--- config.mk ---
export PLATFORM = sky130hd
export DESIGN_NAME = wb_arb_2m_flat
export DESIGN_NICKNAME = d
export VERILOG_FILES = /design/src/rtl/wb_arb_2m_if.sv /design/src/rtl/wb_arb_2m.sv /design/src/flat_wrapper.sv
export SDC_FILE = /design/constraint.sdc
export NUM_CORES = 1
export LEC_CHECK = 0
export CORE_AREA = 2 2 122 124
export DETAILED_ROUTE_END_ITERATION = 16
export DIE_AREA = 0 0 124 126
export MAX_ROUTING_LAYER = met4
export PLACE_DENSITY_LB_ADDON = 0.2
export SYNTH_ARGS = -nofsm -noshare
export SYNTH_HDL_FRONTEND = slang
export SYNTH_SLANG_ARGS = --single-unit
--- constraint.sdc ---
create_clock -name CLK -period 2.3 [get_ports CLK]
set_input_delay 0.69 -clock CLK [delete_from_list [all_inputs] [get_ports CLK]]
set_output_delay 0.69 -clock CLK [all_outputs]
set_load 0.01 [all_outputs]
--- src/rtl/wb_arb_2m_if.sv ---
// wb_arb_2m_if: bus bundle between the two Wishbone masters, the arbiter and the shared slave port
interface wb_arb_2m_if;
  logic        M0_CYC_IN, M1_CYC_IN, M0_STB_IN, M1_STB_IN, M0_WE_IN, M1_WE_IN;
  logic [3:0]  M0_SEL_IN, M1_SEL_IN;
  logic [31:0] M0_ADR_IN, M1_ADR_IN, M0_DAT_WR_IN, M1_DAT_WR_IN;
  logic        M0_ACK_OUT, M1_ACK_OUT, M0_ERR_OUT, M1_ERR_OUT, M0_GNT_OUT, M1_GNT_OUT;
  logic [31:0] M0_DAT_RD_OUT, M1_DAT_RD_OUT;
  logic        S_CYC_OUT, S_STB_OUT, S_WE_OUT, S_ACK_IN;
  logic [3:0]  S_SEL_OUT;
  logic [31:0] S_ADR_OUT, S_DAT_WR_OUT, S_DAT_RD_IN;
  modport slave (
    input  M0_CYC_IN, M1_CYC_IN, M0_STB_IN, M1_STB_IN, M0_WE_IN, M1_WE_IN, M0_SEL_IN, M1_SEL_IN,
           M0_ADR_IN, M1_ADR_IN, M0_DAT_WR_IN, M1_DAT_WR_IN, S_ACK_IN, S_DAT_RD_IN,
    output M0_ACK_OUT, M1_ACK_OUT, M0_ERR_OUT, M1_ERR_OUT, M0_GNT_OUT, M1_GNT_OUT,
           M0_DAT_RD_OUT, M1_DAT_RD_OUT, S_CYC_OUT, S_STB_OUT, S_WE_OUT, S_SEL_OUT, S_ADR_OUT, S_DAT_WR_OUT
  );
  modport master (
    output M0_CYC_IN, M1_CYC_IN, M0_STB_IN, M1_STB_IN, M0_WE_IN, M1_WE_IN, M0_SEL_IN, M1_SEL_IN,
           M0_ADR_IN, M1_ADR_IN, M0_DAT_WR_IN, M1_DAT_WR_IN, S_ACK_IN, S_DAT_RD_IN,
    input  M0_ACK_OUT, M1_ACK_OUT, M0_ERR_OUT, M1_ERR_OUT, M0_GNT_OUT, M1_GNT_OUT,
           M0_DAT_RD_OUT, M1_DAT_RD_OUT, S_CYC_OUT, S_STB_OUT, S_WE_OUT, S_SEL_OUT, S_ADR_OUT, S_DAT_WR_OUT
  );
endinterface

--- src/rtl/wb_arb_2m.sv ---
// wb_arb_2m: two-master Wishbone classic arbiter with CYC bus lock and round-robin on contention
// Optional STB-without-ACK timeout enabled by defining WB_ARB_TIMEOUT_EN.
module wb_arb_2m #(
  parameter int unsigned TIMEOUT_CYCLES = 255
) (
  input logic         CLK,
  input logic         RST_SYNC,
  wb_arb_2m_if.slave  bus
);
  typedef enum logic [1:0] {IDLE, GNT_M0, GNT_M1} state_t;
  state_t r_state;
  logic   r_last, r_gnt0, r_gnt1;
  logic   w_g0, w_g1, w_req0, w_req1, w_to;
  assign w_g0 = (r_state == GNT_M0) & bus.M0_CYC_IN;
  assign w_g1 = (r_state == GNT_M1) & bus.M1_CYC_IN;
  assign bus.S_CYC_OUT    = w_g0 | w_g1;
  assign bus.S_STB_OUT    = w_g0 ? bus.M0_STB_IN    : w_g1 ? bus.M1_STB_IN    : 1'b0;
  assign bus.S_WE_OUT     = w_g0 ? bus.M0_WE_IN     : w_g1 ? bus.M1_WE_IN     : 1'b0;
  assign bus.S_SEL_OUT    = w_g0 ? bus.M0_SEL_IN    : w_g1 ? bus.M1_SEL_IN    : 4'h0;
  assign bus.S_ADR_OUT    = w_g0 ? bus.M0_ADR_IN    : w_g1 ? bus.M1_ADR_IN    : 32'h0;
  assign bus.S_DAT_WR_OUT = w_g0 ? bus.M0_DAT_WR_IN : w_g1 ? bus.M1_DAT_WR_IN : 32'h0;
  assign bus.M0_ACK_OUT    = w_g0 & bus.S_ACK_IN;
  assign bus.M1_ACK_OUT    = w_g1 & bus.S_ACK_IN;
  assign bus.M0_DAT_RD_OUT = bus.S_DAT_RD_IN;
  assign bus.M1_DAT_RD_OUT = bus.S_DAT_RD_IN;
  assign bus.M0_GNT_OUT    = r_gnt0;
  assign bus.M1_GNT_OUT    = r_gnt1;
`ifdef WB_ARB_TIMEOUT_EN
  logic [31:0] r_cnt;
  logic        r_blk0, r_blk1;
  // An ACK in the expiry cycle suppresses the timeout
  assign w_to = bus.S_STB_OUT & ~bus.S_ACK_IN & (r_cnt == TIMEOUT_CYCLES - 1);
  assign bus.M0_ERR_OUT = w_to & w_g0;
  assign bus.M1_ERR_OUT = w_to & w_g1;
  // A timed-out master stays blocked until it drops CYC and re-requests
  assign w_req0 = bus.M0_CYC_IN & ~r_blk0;
  assign w_req1 = bus.M1_CYC_IN & ~r_blk1;
  always_ff @(posedge CLK) begin
    r_cnt  <= (RST_SYNC | bus.S_ACK_IN | w_to | ~bus.S_CYC_OUT) ? 32'h0 : r_cnt + {31'h0, bus.S_STB_OUT};
    r_blk0 <= ~RST_SYNC & bus.M0_CYC_IN & (r_blk0 | (w_to & w_g0));
    r_blk1 <= ~RST_SYNC & bus.M1_CYC_IN & (r_blk1 | (w_to & w_g1));
  end
`else
  assign w_to = 1'b0;
  assign bus.M0_ERR_OUT = 1'b0;
  assign bus.M1_ERR_OUT = 1'b0;
  assign w_req0 = bus.M0_CYC_IN;
  assign w_req1 = bus.M1_CYC_IN;
`endif
  always_ff @(posedge CLK) begin
    if (RST_SYNC) begin
      r_state <= IDLE;
      r_last  <= 1'b1;
      r_gnt0  <= 1'b0;
      r_gnt1  <= 1'b0;
    end else begin
      unique case (r_state)
        IDLE: begin
          if (w_req0 & (~w_req1 | r_last)) begin
            r_state <= GNT_M0;
            r_gnt0  <= 1'b1;
          end else if (w_req1) begin
            r_state <= GNT_M1;
            r_gnt1  <= 1'b1;
          end
        end
        GNT_M0: if (~bus.M0_CYC_IN | w_to) begin
          r_state <= IDLE;
          r_last  <= 1'b0;
          r_gnt0  <= 1'b0;
        end
        GNT_M1: if (~bus.M1_CYC_IN | w_to) begin
          r_state <= IDLE;
          r_last  <= 1'b1;
          r_gnt1  <= 1'b0;
        end
        default: begin
          r_state <= IDLE;
          r_gnt0  <= 1'b0;
          r_gnt1  <= 1'b0;
        end
      endcase
    end
  end
endmodule

--- src/flat_wrapper.sv ---
// flat-port wrapper written by rule: the top's interface ports become plain ports
module wb_arb_2m_flat 
#(
  parameter int unsigned TIMEOUT_CYCLES = 255
)
  (CLK, RST_SYNC, bus_M0_CYC_IN, bus_M1_CYC_IN, bus_M0_STB_IN, bus_M1_STB_IN, bus_M0_WE_IN, bus_M1_WE_IN, bus_M0_SEL_IN, bus_M1_SEL_IN, bus_M0_ADR_IN, bus_M1_ADR_IN, bus_M0_DAT_WR_IN, bus_M1_DAT_WR_IN, bus_S_ACK_IN, bus_S_DAT_RD_IN, bus_M0_ACK_OUT, bus_M1_ACK_OUT, bus_M0_ERR_OUT, bus_M1_ERR_OUT, bus_M0_GNT_OUT, bus_M1_GNT_OUT, bus_M0_DAT_RD_OUT, bus_M1_DAT_RD_OUT, bus_S_CYC_OUT, bus_S_STB_OUT, bus_S_WE_OUT, bus_S_SEL_OUT, bus_S_ADR_OUT, bus_S_DAT_WR_OUT);
  wb_arb_2m_if bus_i ();
  input logic CLK;
  input logic RST_SYNC;
  input wire logic [$bits(bus_i.M0_CYC_IN)-1:0] bus_M0_CYC_IN;
  input wire logic [$bits(bus_i.M1_CYC_IN)-1:0] bus_M1_CYC_IN;
  input wire logic [$bits(bus_i.M0_STB_IN)-1:0] bus_M0_STB_IN;
  input wire logic [$bits(bus_i.M1_STB_IN)-1:0] bus_M1_STB_IN;
  input wire logic [$bits(bus_i.M0_WE_IN)-1:0] bus_M0_WE_IN;
  input wire logic [$bits(bus_i.M1_WE_IN)-1:0] bus_M1_WE_IN;
  input wire logic [$bits(bus_i.M0_SEL_IN)-1:0] bus_M0_SEL_IN;
  input wire logic [$bits(bus_i.M1_SEL_IN)-1:0] bus_M1_SEL_IN;
  input wire logic [$bits(bus_i.M0_ADR_IN)-1:0] bus_M0_ADR_IN;
  input wire logic [$bits(bus_i.M1_ADR_IN)-1:0] bus_M1_ADR_IN;
  input wire logic [$bits(bus_i.M0_DAT_WR_IN)-1:0] bus_M0_DAT_WR_IN;
  input wire logic [$bits(bus_i.M1_DAT_WR_IN)-1:0] bus_M1_DAT_WR_IN;
  input wire logic [$bits(bus_i.S_ACK_IN)-1:0] bus_S_ACK_IN;
  input wire logic [$bits(bus_i.S_DAT_RD_IN)-1:0] bus_S_DAT_RD_IN;
  output wire logic [$bits(bus_i.M0_ACK_OUT)-1:0] bus_M0_ACK_OUT;
  output wire logic [$bits(bus_i.M1_ACK_OUT)-1:0] bus_M1_ACK_OUT;
  output wire logic [$bits(bus_i.M0_ERR_OUT)-1:0] bus_M0_ERR_OUT;
  output wire logic [$bits(bus_i.M1_ERR_OUT)-1:0] bus_M1_ERR_OUT;
  output wire logic [$bits(bus_i.M0_GNT_OUT)-1:0] bus_M0_GNT_OUT;
  output wire logic [$bits(bus_i.M1_GNT_OUT)-1:0] bus_M1_GNT_OUT;
  output wire logic [$bits(bus_i.M0_DAT_RD_OUT)-1:0] bus_M0_DAT_RD_OUT;
  output wire logic [$bits(bus_i.M1_DAT_RD_OUT)-1:0] bus_M1_DAT_RD_OUT;
  output wire logic [$bits(bus_i.S_CYC_OUT)-1:0] bus_S_CYC_OUT;
  output wire logic [$bits(bus_i.S_STB_OUT)-1:0] bus_S_STB_OUT;
  output wire logic [$bits(bus_i.S_WE_OUT)-1:0] bus_S_WE_OUT;
  output wire logic [$bits(bus_i.S_SEL_OUT)-1:0] bus_S_SEL_OUT;
  output wire logic [$bits(bus_i.S_ADR_OUT)-1:0] bus_S_ADR_OUT;
  output wire logic [$bits(bus_i.S_DAT_WR_OUT)-1:0] bus_S_DAT_WR_OUT;
  assign bus_i.M0_CYC_IN = bus_M0_CYC_IN;
  assign bus_i.M1_CYC_IN = bus_M1_CYC_IN;
  assign bus_i.M0_STB_IN = bus_M0_STB_IN;
  assign bus_i.M1_STB_IN = bus_M1_STB_IN;
  assign bus_i.M0_WE_IN = bus_M0_WE_IN;
  assign bus_i.M1_WE_IN = bus_M1_WE_IN;
  assign bus_i.M0_SEL_IN = bus_M0_SEL_IN;
  assign bus_i.M1_SEL_IN = bus_M1_SEL_IN;
  assign bus_i.M0_ADR_IN = bus_M0_ADR_IN;
  assign bus_i.M1_ADR_IN = bus_M1_ADR_IN;
  assign bus_i.M0_DAT_WR_IN = bus_M0_DAT_WR_IN;
  assign bus_i.M1_DAT_WR_IN = bus_M1_DAT_WR_IN;
  assign bus_i.S_ACK_IN = bus_S_ACK_IN;
  assign bus_i.S_DAT_RD_IN = bus_S_DAT_RD_IN;
  assign bus_M0_ACK_OUT = bus_i.M0_ACK_OUT;
  assign bus_M1_ACK_OUT = bus_i.M1_ACK_OUT;
  assign bus_M0_ERR_OUT = bus_i.M0_ERR_OUT;
  assign bus_M1_ERR_OUT = bus_i.M1_ERR_OUT;
  assign bus_M0_GNT_OUT = bus_i.M0_GNT_OUT;
  assign bus_M1_GNT_OUT = bus_i.M1_GNT_OUT;
  assign bus_M0_DAT_RD_OUT = bus_i.M0_DAT_RD_OUT;
  assign bus_M1_DAT_RD_OUT = bus_i.M1_DAT_RD_OUT;
  assign bus_S_CYC_OUT = bus_i.S_CYC_OUT;
  assign bus_S_STB_OUT = bus_i.S_STB_OUT;
  assign bus_S_WE_OUT = bus_i.S_WE_OUT;
  assign bus_S_SEL_OUT = bus_i.S_SEL_OUT;
  assign bus_S_ADR_OUT = bus_i.S_ADR_OUT;
  assign bus_S_DAT_WR_OUT = bus_i.S_DAT_WR_OUT;
  wb_arb_2m #(.TIMEOUT_CYCLES(TIMEOUT_CYCLES)) u_core (.CLK(CLK), .RST_SYNC(RST_SYNC), .bus(bus_i));
endmodule
==> results of run 1 <==
metal layers:
metal | global-route usage | vias to the layer above
li1 | - | 987
met1 | 0.129 | 968
met2 | 0.188 | 128
met3 | 0.0199 | 17
met4 | 0.0159 | 0
met5 | - | -
area by class of cell:
type	instances	share of cell area
Timing Repair Buffer	259	0.675
Multi-Input combinational cell	94	0.211
Tap cell	184	0.0630
Sequential cell	5	0.0274
Clock buffer	4	0.0216
Inverter	2	0.00205
worst paths after layout:
kind                              start                     to  slack (ns)  depth (start not counted)
setup reg to reg      u_core.r_state[1]  u_core.bus.M1_GNT_OUT        1.28                          4
setup / recovery          bus_M0_CYC_IN          bus_S_STB_OUT       -0.22                          8
hold reg to reg   u_core.bus.M0_GNT_OUT  u_core.bus.M0_GNT_OUT        0.48                          2
hold / removal    u_core.bus.M0_GNT_OUT  u_core.bus.M0_GNT_OUT        0.48                          2
placed cells by master, fill, tap and decap left out, types with 2 or more instances in the layout:
cell,Yosys,routed
a21oi_1,4,4
a22o_1,70,70
and3_1,2,2
buf_12,0,5
buf_16,0,4
buf_2,7,58
buf_4,66,12
buf_6,8,25
buf_8,0,4
clkbuf_16,0,4
clkbuf_2,0,3
clkdlybuf4s15_1,0,2
clkdlybuf4s50_1,0,144
conb_1,1,2
dfxtp_1,5,5
o21ai_0,2,2
sequential cells by signal, indices dropped and copies added, names as in the netlist:
signal                 count
u_core.r_last              1
u_core.bus.M1_GNT_OUT      1
u_core.bus.M0_GNT_OUT      1
u_core.r_state             2
through the flow:
step           utilization  cells  cell area, sq um
6_report             0.255    548              3650
5_1_grt              0.255    548              3650
4_1_cts              0.252    541              3610
3_5_place_dp         0.240    517              3440
3_3_place_gp         0.240    517              3440
2_1_floorplan            -    182              1480
repair_timing:
item	4_1_cts	5_1_grt
setup endpoints to repair	73	73
buffers inserted	14	10
cloned	6	2
hold buffers	0	0
pin swaps	23	35
gates resized for setup	312	23
worst max-delay path, cell delays in order:
cell	delay (ns)
buf_6	0.09
nor2b_4	0.11
and2_4	0.19
buf_6	0.12
buf_8	0.12
buf_6	0.12
a22o_1	0.22
buf_2	0.15
kinds of logic after synthesis:
family | count (synthesis)
other | 1
DFF | 5
buffers and inverters | 83
and+or+nand+nor | 13
AOI/OAI and AO/OA | 79
power by group through the flow:
stage                     sequential (mW)  clock, mW  combinational [mW]
after CTS                          0.0982      0.288               0.545
after floorplan                    0.0997          0               0.249
final                              0.0981      0.284               0.545
after global placement             0.0990          0               0.524
after global routing               0.0990      0.302               0.583
after detailed placement           0.0990          0               0.525
==> out/qor.yml, run 1 <==
global_routing:
  grt_pass1_vias: 2153
  grt_usage: 0.107
  antenna_found_initial: 0
  grt_pass1_wl_um: 12500
  grt_remaining_overflow: 0
  grt_max_degree: 26
route:
  highest_layer: "met4"
  wl_met3_um: 761
  ant_nets: 0
  via_per_inst: 3.83
  route.detailed.drc: 0
  num_vias: 2100
  avgRoutedWirePerCell_um: 16.8
  drt_iter0_markers: 46
  met2RoutedLength_um: 4590
  first_pass_iters: 4
  met1_length_um: 3730
  drt_wl_total_um: 9180
synthesis:
  synth_area_sq_um: 1480
  synth_area_leader_cell: "a22o_1"
  synth_edf_count: 0
  synth_most_common_cell: "a22o_1"
  yosys_register_bits: 5
  synth_adder_area_share: 0
  synth_top_family_by_area: "compound AO/OA/AOI/OAI gates"
  ys_top_cells_by_count: "70 x a22o_1, 66 x buf_4, 8 x buf_6, 7 x buf_2, 5 x dfxtp_1"
  synthArstFlopShare: 0
  synthTopCellsByArea: "a22o_1 41%, buf_4 34%, dfxtp_1 6.8%"
  seq_area_frac_synth: 0.0677
  synth_area_per_cell_sq_um: 8.16
  synth_flop_cell: "dfxtp_1"
  synth_top_area_share: 0.415
  yosys_warnings: 0
  synth.distinct_cells: 24
  synth-simple-area-share: 0.0550
  synth-compound-area-share: 0.450
  synth.area.mux_share: 0
  syn_inst: 181
  synth-xor-area-share: 0
clock_network:
  cts-root-buf: "clkbuf_16"
  ctsLongestPathBuffers: 2
  cts_made_buffers: 3
  cts.sinks: 5
  clock_latency_ns: 0.22
  cts_tree: "done"
  clkTransAtPathRegs_ns: 0.03
  h-tree-depth: 1
power:
  p_sw_mw: 0.230
  intPower_mw: 0.697
  total_power_mw: 0.927
  pwr-share-seq: 0.106
  p_per_area_nw_per_um2: 254
  switching_share: 0.248
  total_leakage_power_nw: 1.64
  irDropWorstVdd_mv: 0.490
  p_clk_frac: 0.306
  power_frac_comb: 0.588
sta:
  fmax_mhz: 398
  finalCriticalPeriod_ns: 2.52
  final.setup.tns_ns: -7.91
  finalSetupViolCount: 67
  finClkSkew_ns: 0.000454
  hold_slack_ns: 0.482
  hold_violations: 0
  timing.final.ws_setup_ns: -0.215
  rsz0062_at_grt: "yes"
  finalCritPeriodShare: 1.09
  drv_slew: 0
setup_path:
  arrival_ns: 1.83
  crit_type: "in2out"
  startpoint_type: "input port"
  crit_fanout: 5
  cp-end-kind: "output pin"
  critPathRequiredTime_ns: 1.61
place:
  dp_hpwl_um: 6600
  portBuffers: 219
  gp_congestion: 0.806
  dp_slack_ns: -0.859
floorplanning:
  start_util: 0.103
  die_w_um: 124
  ioPinCount: 318
  core_area_sq_um: 14300
  die_h_um: 126
  fp.dieArea_sq_um: 15600
  rows: 44
job:
  cap_violations: 0
final_layout:
  drive_above_1_share: 0.332
  areaGrowthSynthToFinish_pct: 147
  nFillCells: 1558
  regArea_sq_um: 100
  multiInputGateArea_sq_um: 771
  nets: 542
  diodes: 0
worst_hold_path:
  hold_path_class: "reg2reg"
outcome:
  violations: "negative setup slack"
  status: "finished, violations left"
No activity file was read; power rests on OpenSTA's default activity.
==> inputs of run 2 (changes only) <==
--- a/config.mk
+++ b/config.mk
@@ -5,9 +5,11 @@
 export SDC_FILE = /design/constraint.sdc
 export NUM_CORES = 1
 export LEC_CHECK = 0
-export CORE_AREA = 2 2 122 124
+export CELL_PAD_IN_SITES_DETAIL_PLACEMENT = 0
+export CELL_PAD_IN_SITES_GLOBAL_PLACEMENT = 1
+export CORE_ASPECT_RATIO = 0.7
+export CORE_UTILIZATION = 11
 export DETAILED_ROUTE_END_ITERATION = 16
-export DIE_AREA = 0 0 124 126
 export MAX_ROUTING_LAYER = met4
 export PLACE_DENSITY_LB_ADDON = 0.2
 export SYNTH_ARGS = -nofsm -noshare
==> constraint.sdc (replaced) <==
create_clock -name CLK -period 3.07 [get_ports CLK]
set_input_delay 0.921 -clock CLK [delete_from_list [all_inputs] [get_ports CLK]]
set_output_delay 0.921 -clock CLK [all_outputs]
set_load 0.01 [all_outputs]
==> run 2 against run 1 <==
  * Clock power is 24% lower
  * Die area down 11%
  * Critical path depth fell by 5
  * Total power down 28%
  * Combinational power down 30%
  * Critical endpoint is now bus_M0_ACK_OUT
  * The flow now finishes without violations
==> out/qor.yml, run 2 (synthesis results as in run 1) <==
sta:
  hold_slack_ns: 0.479  # -0.00307 ns
  hold_violations: 0  # unchanged
  finalCritPeriodShare: 0.980
  finClkSkew_ns: 0.000421  # -0.0000328 ns
  finalCriticalPeriod_ns: 3.01
  rsz0062_at_grt: "no"
  fmax_mhz: 332
  finalSetupViolCount: 0  # -100%
  timing.final.ws_setup_ns: 0.0604  # +0.275 ns
  drv_slew: 0  # unchanged
place:
  dp_hpwl_um: 5660  # -14%
  dp_slack_ns: -0.533  # +0.326 ns
  gp_congestion: 0.706  # -12%
  dp.cells: 495  # -4.3%
  portBuffers: 219  # unchanged
final_layout:
  largest_register_ffs: 2  # unchanged
  final_common_cell: "clkdlybuf4s50_1"
  fin_util: 0.272  # +0.0166
  nFillCells: 1396  # -10%
  nets: 527  # -2.8%
  top_register: "u_core.r_state"
  diodes: 0  # unchanged
  final_cell_mix: "145 x clkdlybuf4s50_1, 70 x a22o_1, 30 x dlygate4sd2_1"
  drive_above_1_share: 0.169  # -0.163
  regArea_sq_um: 100  # unchanged
  areaGrowthSynthToFinish_pct: 142
  finalNonFillerCells: 515  # -6.0%
  multiInputGateArea_sq_um: 763  # -0.97%
clock_network:
  clock_latency_ns: 0.23  # about the same
  cts_tree: "done"
  cts_made_buffers: 3  # unchanged
  ctsLongestPathBuffers: 2  # unchanged
  clkTransAtPathRegs_ns: 0.03  # about the same
  h-tree-depth: 1  # unchanged
  cts-root-buf: "clkbuf_16"
  cts.sinks: 5  # unchanged
setup_path:
  cp-end-kind: "output pin"
  cpMostUsedCell: "clkdlybuf4s50_1"
  crit_type: "in2out"
  reg2reg_depth: 5  # +1
  cp_slowest_cell: "clkdlybuf4s50_1"
  max_stage_delay_ns: 0.55  # +0.33 ns
  startpoint_type: "input port"
  critPathRequiredTime_ns: 2.15  # +0.54 ns
  arrival_ns: 2.09  # +0.26 ns
  crit_fanout: 2  # -3
  r2r-start: "u_core.r_state[0]"
  critPathLaunch: "bus_S_ACK_IN"
  crit_chain: "clkdlybuf4s50_1 -> and3_1 -> clkdlybuf4s50_1"
floorplanning:
  fp.dieArea_sq_um: 13900  # -11%
  die_h_um: 99.0  # -21%
  start_util: 0.112  # +0.00924
  core_area_sq_um: 13100  # -8.2%
  ioPinCount: 318  # unchanged
  die_w_um: 141  # +13%
  rows: 35  # -20%
outcome:
  status: "finished, final reports clean"
global_routing:
  grt_remaining_overflow: 0  # unchanged
  grt_max_degree: 37  # +42%
  grt_usage: 0.105  # -0.00173
  grt_pass1_wl_um: 10800  # -14%
  grt_pass1_vias: 1932  # -10%
  antenna_found_initial: 0  # unchanged
worst_hold_path:
  hold_path_class: "reg2reg"
  hp-start: "u_core.bus.M0_GNT_OUT"
  hold_depth: 2  # unchanged
route:
  avgRoutedWirePerCell_um: 15.1  # -9.7%
  drt_iter0_markers: 52  # +13%
  num_vias: 2001  # -4.7%
  route.detailed.drc: 0  # unchanged
  ant_nets: 0  # unchanged
  first_pass_iters: 4  # unchanged
  drt_wl_total_um: 7790  # -15%
  via_per_inst: 3.89  # +1.4%
power:
  total_leakage_power_nw: 1.73  # +5.7%
  irDropWorstVdd_mv: 0.206  # -58%
  p_per_area_nw_per_um2: 188  # -26%
job:
  cap_violations: 0  # unchanged
run 2: cell types whose count changed in the layout (fill, tap and decap cells not counted), sizes merged:
cell / before / now
buf: 108 / 26
clkbuf: 8 / 29
clkdlybuf4s15: 2 / 7
clkdlybuf4s50: 144 / 145
dlygate4sd2: 0 / 30
dlymetal6s2s: 0 / 10
run 2: stage by stage:
stage	power (mW)	area (sq um)	TNS (ns)
2_1_floorplan	0.261	1480	0
3_3_place_gp	0.461	3380	-35.83
3_5_place_dp	0.460	3380	-35.46
4_1_cts	0.685	3630	-3.37
5_1_grt	0.707	3570	0
6_report	0.670	3570	0
run 2: worst max-delay path: cells and delay by family:
kind | cells | cell delay, ns
and+or+nand+nor | 1 | 0.15
buffers and inverters | 2 | 1.02
run 2: timing repair:
item,4_1_cts,5_1_grt
endpoints found under the setup margin,73,71
hold buffers,0,0
resized for setup,95,56
setup buffers,10,2
pin swaps,1,2
cloned,4,1
run 2: final timing paths:
path	end	slack, ns
min	u_core.bus.M0_GNT_OUT	0.48
max reg2reg	u_core.r_state[0]	1.95
max	bus_M0_ACK_OUT	0.06
min reg2reg	u_core.bus.M0_GNT_OUT	0.48
run 2: where the power goes:
| group | switching [mW] | total (mW) | internal, mW |
|---|---|---|---|
| Clock | 0.0431 | 0.215 | 0.172 |
| Sequential | 0.00438 | 0.0741 | 0.0697 |
| Combinational | 0.116 | 0.381 | 0.265 |
run 2: final cells by class:
type | instances | share of cell area
multi-input cells | 94 | 0.214
well taps | 166 | 0.0582
repair buffers | 244 | 0.676
inverters | 2 | 0.00210
clock buffers | 4 | 0.0221
flip-flops and latches | 5 | 0.0280
run 2: per-layer routing:
layer	share of wire	global-route usage	up-vias
met5	0	-	-
met4	0.015	0.0334	0
met3	0.12	0.0471	11
met2	0.45	0.159	147
met1	0.42	0.125	893
li1	-	-	950
==> inputs of run 3 (changes only) <==
--- a/config.mk
+++ b/config.mk
@@ -11,7 +11,7 @@
 export CORE_UTILIZATION = 11
 export DETAILED_ROUTE_END_ITERATION = 16
 export MAX_ROUTING_LAYER = met4
-export PLACE_DENSITY_LB_ADDON = 0.2
+export PLACE_DENSITY_LB_ADDON = 0.12
 export SYNTH_ARGS = -nofsm -noshare
 export SYNTH_HDL_FRONTEND = slang
 export SYNTH_SLANG_ARGS = --single-unit
==> run 3 against run 2 <==
  * Worst setup slack got worse by 0.022 ns
  * First-iteration DRC count increased by 25%
  * Cell area did not move
  * Combinational power rose by 4%
  * Sequential share of layout area did not move
  * Clock skew is essentially flat
  * Flip-flop and latch count stayed put
  * Via count grew 1.4%
==> out/qor.yml, run 3 (synthesis results as in run 1) <==
outcome:
  status: "finished, final reports clean"
final_layout:
  regArea_sq_um: 100  # unchanged
  diodes: 0  # unchanged
  multiInputGateArea_sq_um: 763  # unchanged
  areaGrowthSynthToFinish_pct: 142  # unchanged
  final_common_cell: "clkdlybuf4s50_1"
  largest_register_ffs: 2  # unchanged
  nFillCells: 1399  # +0.21%
  drive_above_1_share: 0.268  # +0.0986
  top_register: "u_core.r_state"
  nets: 533  # +1.1%
  final_cell_mix: "144 x clkdlybuf4s50_1, 70 x a22o_1, 56 x buf_2"
setup_path:
  r2r-start: "u_core.r_state[0]"
  cp_slowest_cell: "dlygate4sd2_1"
  cp_top_family: "buffers and inverters"
  critical_path_buf_inv_count: 4  # +2
  crit_type: "in2out"
  cpMostUsedCell: "buf_12"
  startpoint_type: "input port"
  max_stage_delay_ns: 0.28  # -0.27 ns
  critical_path_cell_count: 7  # +4
  critPathRequiredTime_ns: 2.15  # about the same
  cp-end-kind: "output pin"
  critPathLaunch: "bus_M0_CYC_IN"
  worst_r2r_endpoint: "u_core.r_state[1]"
  crit_fanout: 13  # +11
  reg2reg_depth: 3  # -2
  arrival_ns: 2.11  # +0.02 ns
  endpoint: "bus_S_ADR_OUT[16]"
  crit_chain: "buf_2 -> nor2b_4 -> and2_4 -> buf_12 -> buf_12 -> a22o_1 -> dlygate4sd2_1"
  r2r_slack_ns: 2.02  # +0.07 ns
clock_network:
  hold_buffers: 0  # unchanged
  cts_tree: "done"
  h-tree-depth: 1  # unchanged
  ctsLongestPathBuffers: 2  # unchanged
  cts_made_buffers: 3  # unchanged
  cts.sinks: 5  # unchanged
  cts-root-buf: "clkbuf_16"
  clkTransAtPathRegs_ns: 0.03  # about the same
  clock_latency_ns: 0.23  # about the same
power:
  irDropWorstVdd_mv: 0.189  # -8.2%
  p_per_area_nw_per_um2: 191  # +1.8%
  total_leakage_power_nw: 1.64  # -5.3%
global_routing:
  grt_pass1_vias: 1968  # +1.9%
  grt_usage: 0.111  # +0.00517
  grt_remaining_overflow: 0  # unchanged
  grt_max_degree: 20  # -46%
  grt_pass1_wl_um: 11400  # +5.0%
  antenna_found_initial: 0  # unchanged
job:
  cap_violations: 0  # unchanged
sta:
  hold_violations: 0  # unchanged
  finClkSkew_ns: 0.000391  # -0.0000303 ns
  finalSetupViolCount: 0  # unchanged
  timing.final.ws_setup_ns: 0.0382  # -0.0223 ns
  finalCritPeriodShare: 0.988  # +0.00725
  hold_slack_ns: 0.494  # +0.0154 ns
  fmax_mhz: 330  # -0.73%
  finalCriticalPeriod_ns: 3.03  # +0.0223 ns
  rsz0062_at_grt: "no"
  drv_slew: 0  # unchanged
place:
  dp_slack_ns: -0.530  # +0.00276 ns
  portBuffers: 219  # unchanged
  gp_congestion: 0.688  # -2.6%
  dp_hpwl_um: 5550  # -1.9%
route:
  drt_wl_total_um: 8030  # +3.1%
  drt_iter0_markers: 65  # +25%
  route.detailed.drc: 0  # unchanged
  first_pass_iters: 4  # unchanged
  num_vias: 2029  # +1.4%
  via_per_inst: 3.89  # +0.23%
  ant_nets: 0  # unchanged
  avgRoutedWirePerCell_um: 15.4  # +1.9%
floorplanning:
  die_h_um: 99.0  # unchanged
  core_area_sq_um: 13100  # unchanged
  die_w_um: 141  # unchanged
  rows: 35  # unchanged
  fp.dieArea_sq_um: 13900  # unchanged
  start_util: 0.112  # unchanged
  ioPinCount: 318  # unchanged
worst_hold_path:
  hold_path_class: "reg2reg"
  hp-start: "u_core.bus.M0_GNT_OUT"
-- run 3: cell count changes in the layout (fill, tap and decap cells not counted), sizes merged --
| cell | delta |
|---|---|
| dlymetal6s2s | -9 |
| clkdlybuf4s50 | -1 |
| clkbuf | -24 |
| dlygate4sd2 | -16 |
| buf | +60 |
| clkdlybuf4s15 | -4 |
-- run 3: worst min path at each step --
stage	to	slack, ns	depth (start not counted)
6_report	u_core.bus.M0_GNT_OUT	0.49	2
5_1_grt	u_core.bus.M0_GNT_OUT	0.51	2
4_1_cts	u_core.bus.M0_GNT_OUT	0.50	2
3_5_place_dp	u_core.bus.M0_GNT_OUT	0.49	2
3_3_place_gp	u_core.bus.M0_GNT_OUT	0.48	2
2_1_floorplan	u_core.r_state[1]	0.48	1
-- run 3: per-stage QoR --
stage	cell area (sq um)	power [mW]	setup TNS, ns	std cells	utilization
detailed placement	3400	0.461	-35.05	496	0.259
global route	3570	0.723	0	521	0.272
floorplan	1480	0.261	0	182	-
global placement	3400	0.464	-35.64	496	0.259
finish	3570	0.682	0	521	0.272
CTS	3570	0.690	0	521	0.272
-- run 3: power breakdown --
group,total [mW],switching (mW),internal [mW]
registers,0.0742,0.00451,0.0697
clock network,0.213,0.0414,0.172
logic,0.395,0.120,0.275
-- run 3: layout make-up --
| type | instances | share of cell area |
|---|---|---|
| Timing Repair Buffer | 250 | 0.676 |
| Sequential cell | 5 | 0.0280 |
| Clock buffer | 4 | 0.0221 |
| Tap cell | 166 | 0.0582 |
| Multi-Input combinational cell | 94 | 0.214 |
| Inverter | 2 | 0.00210 |
-- run 3: worst register-to-register path: cells and delay by family (launching register included) --
| family | cells | cell delay [ns] |
|---|---|---|
| and+or+nand+nor | 1 | 0.21 |
| AOI/OAI and AO/OA | 1 | 0.23 |
| DFF | 1 | 0.35 |
| buffers and inverters | 1 | 0.16 |
-- run 3: what timing repair did --
action / CTS / global route
resized for setup: 254 / 5
pin swaps: 4 / 0
setup endpoints to repair: 73 / 15
buffers inserted: 14 / 0
gates cloned: 8 / 0
hold endpoints to repair: 0 / 0
-- run 3: routing by layer --
| layer | wire, um | track usage | vias up | share of wire |
|---|---|---|---|---|
| li1 | - | - | 968 | - |
| met1 | 3610 | 0.135 | 899 | 0.45 |
| met2 | 3500 | 0.174 | 156 | 0.44 |
| met3 | 851 | 0.0423 | 6 | 0.11 |
| met4 | 72 | 0.0201 | 0 | 0.0090 |
| met5 | 0 | - | - | 0 |
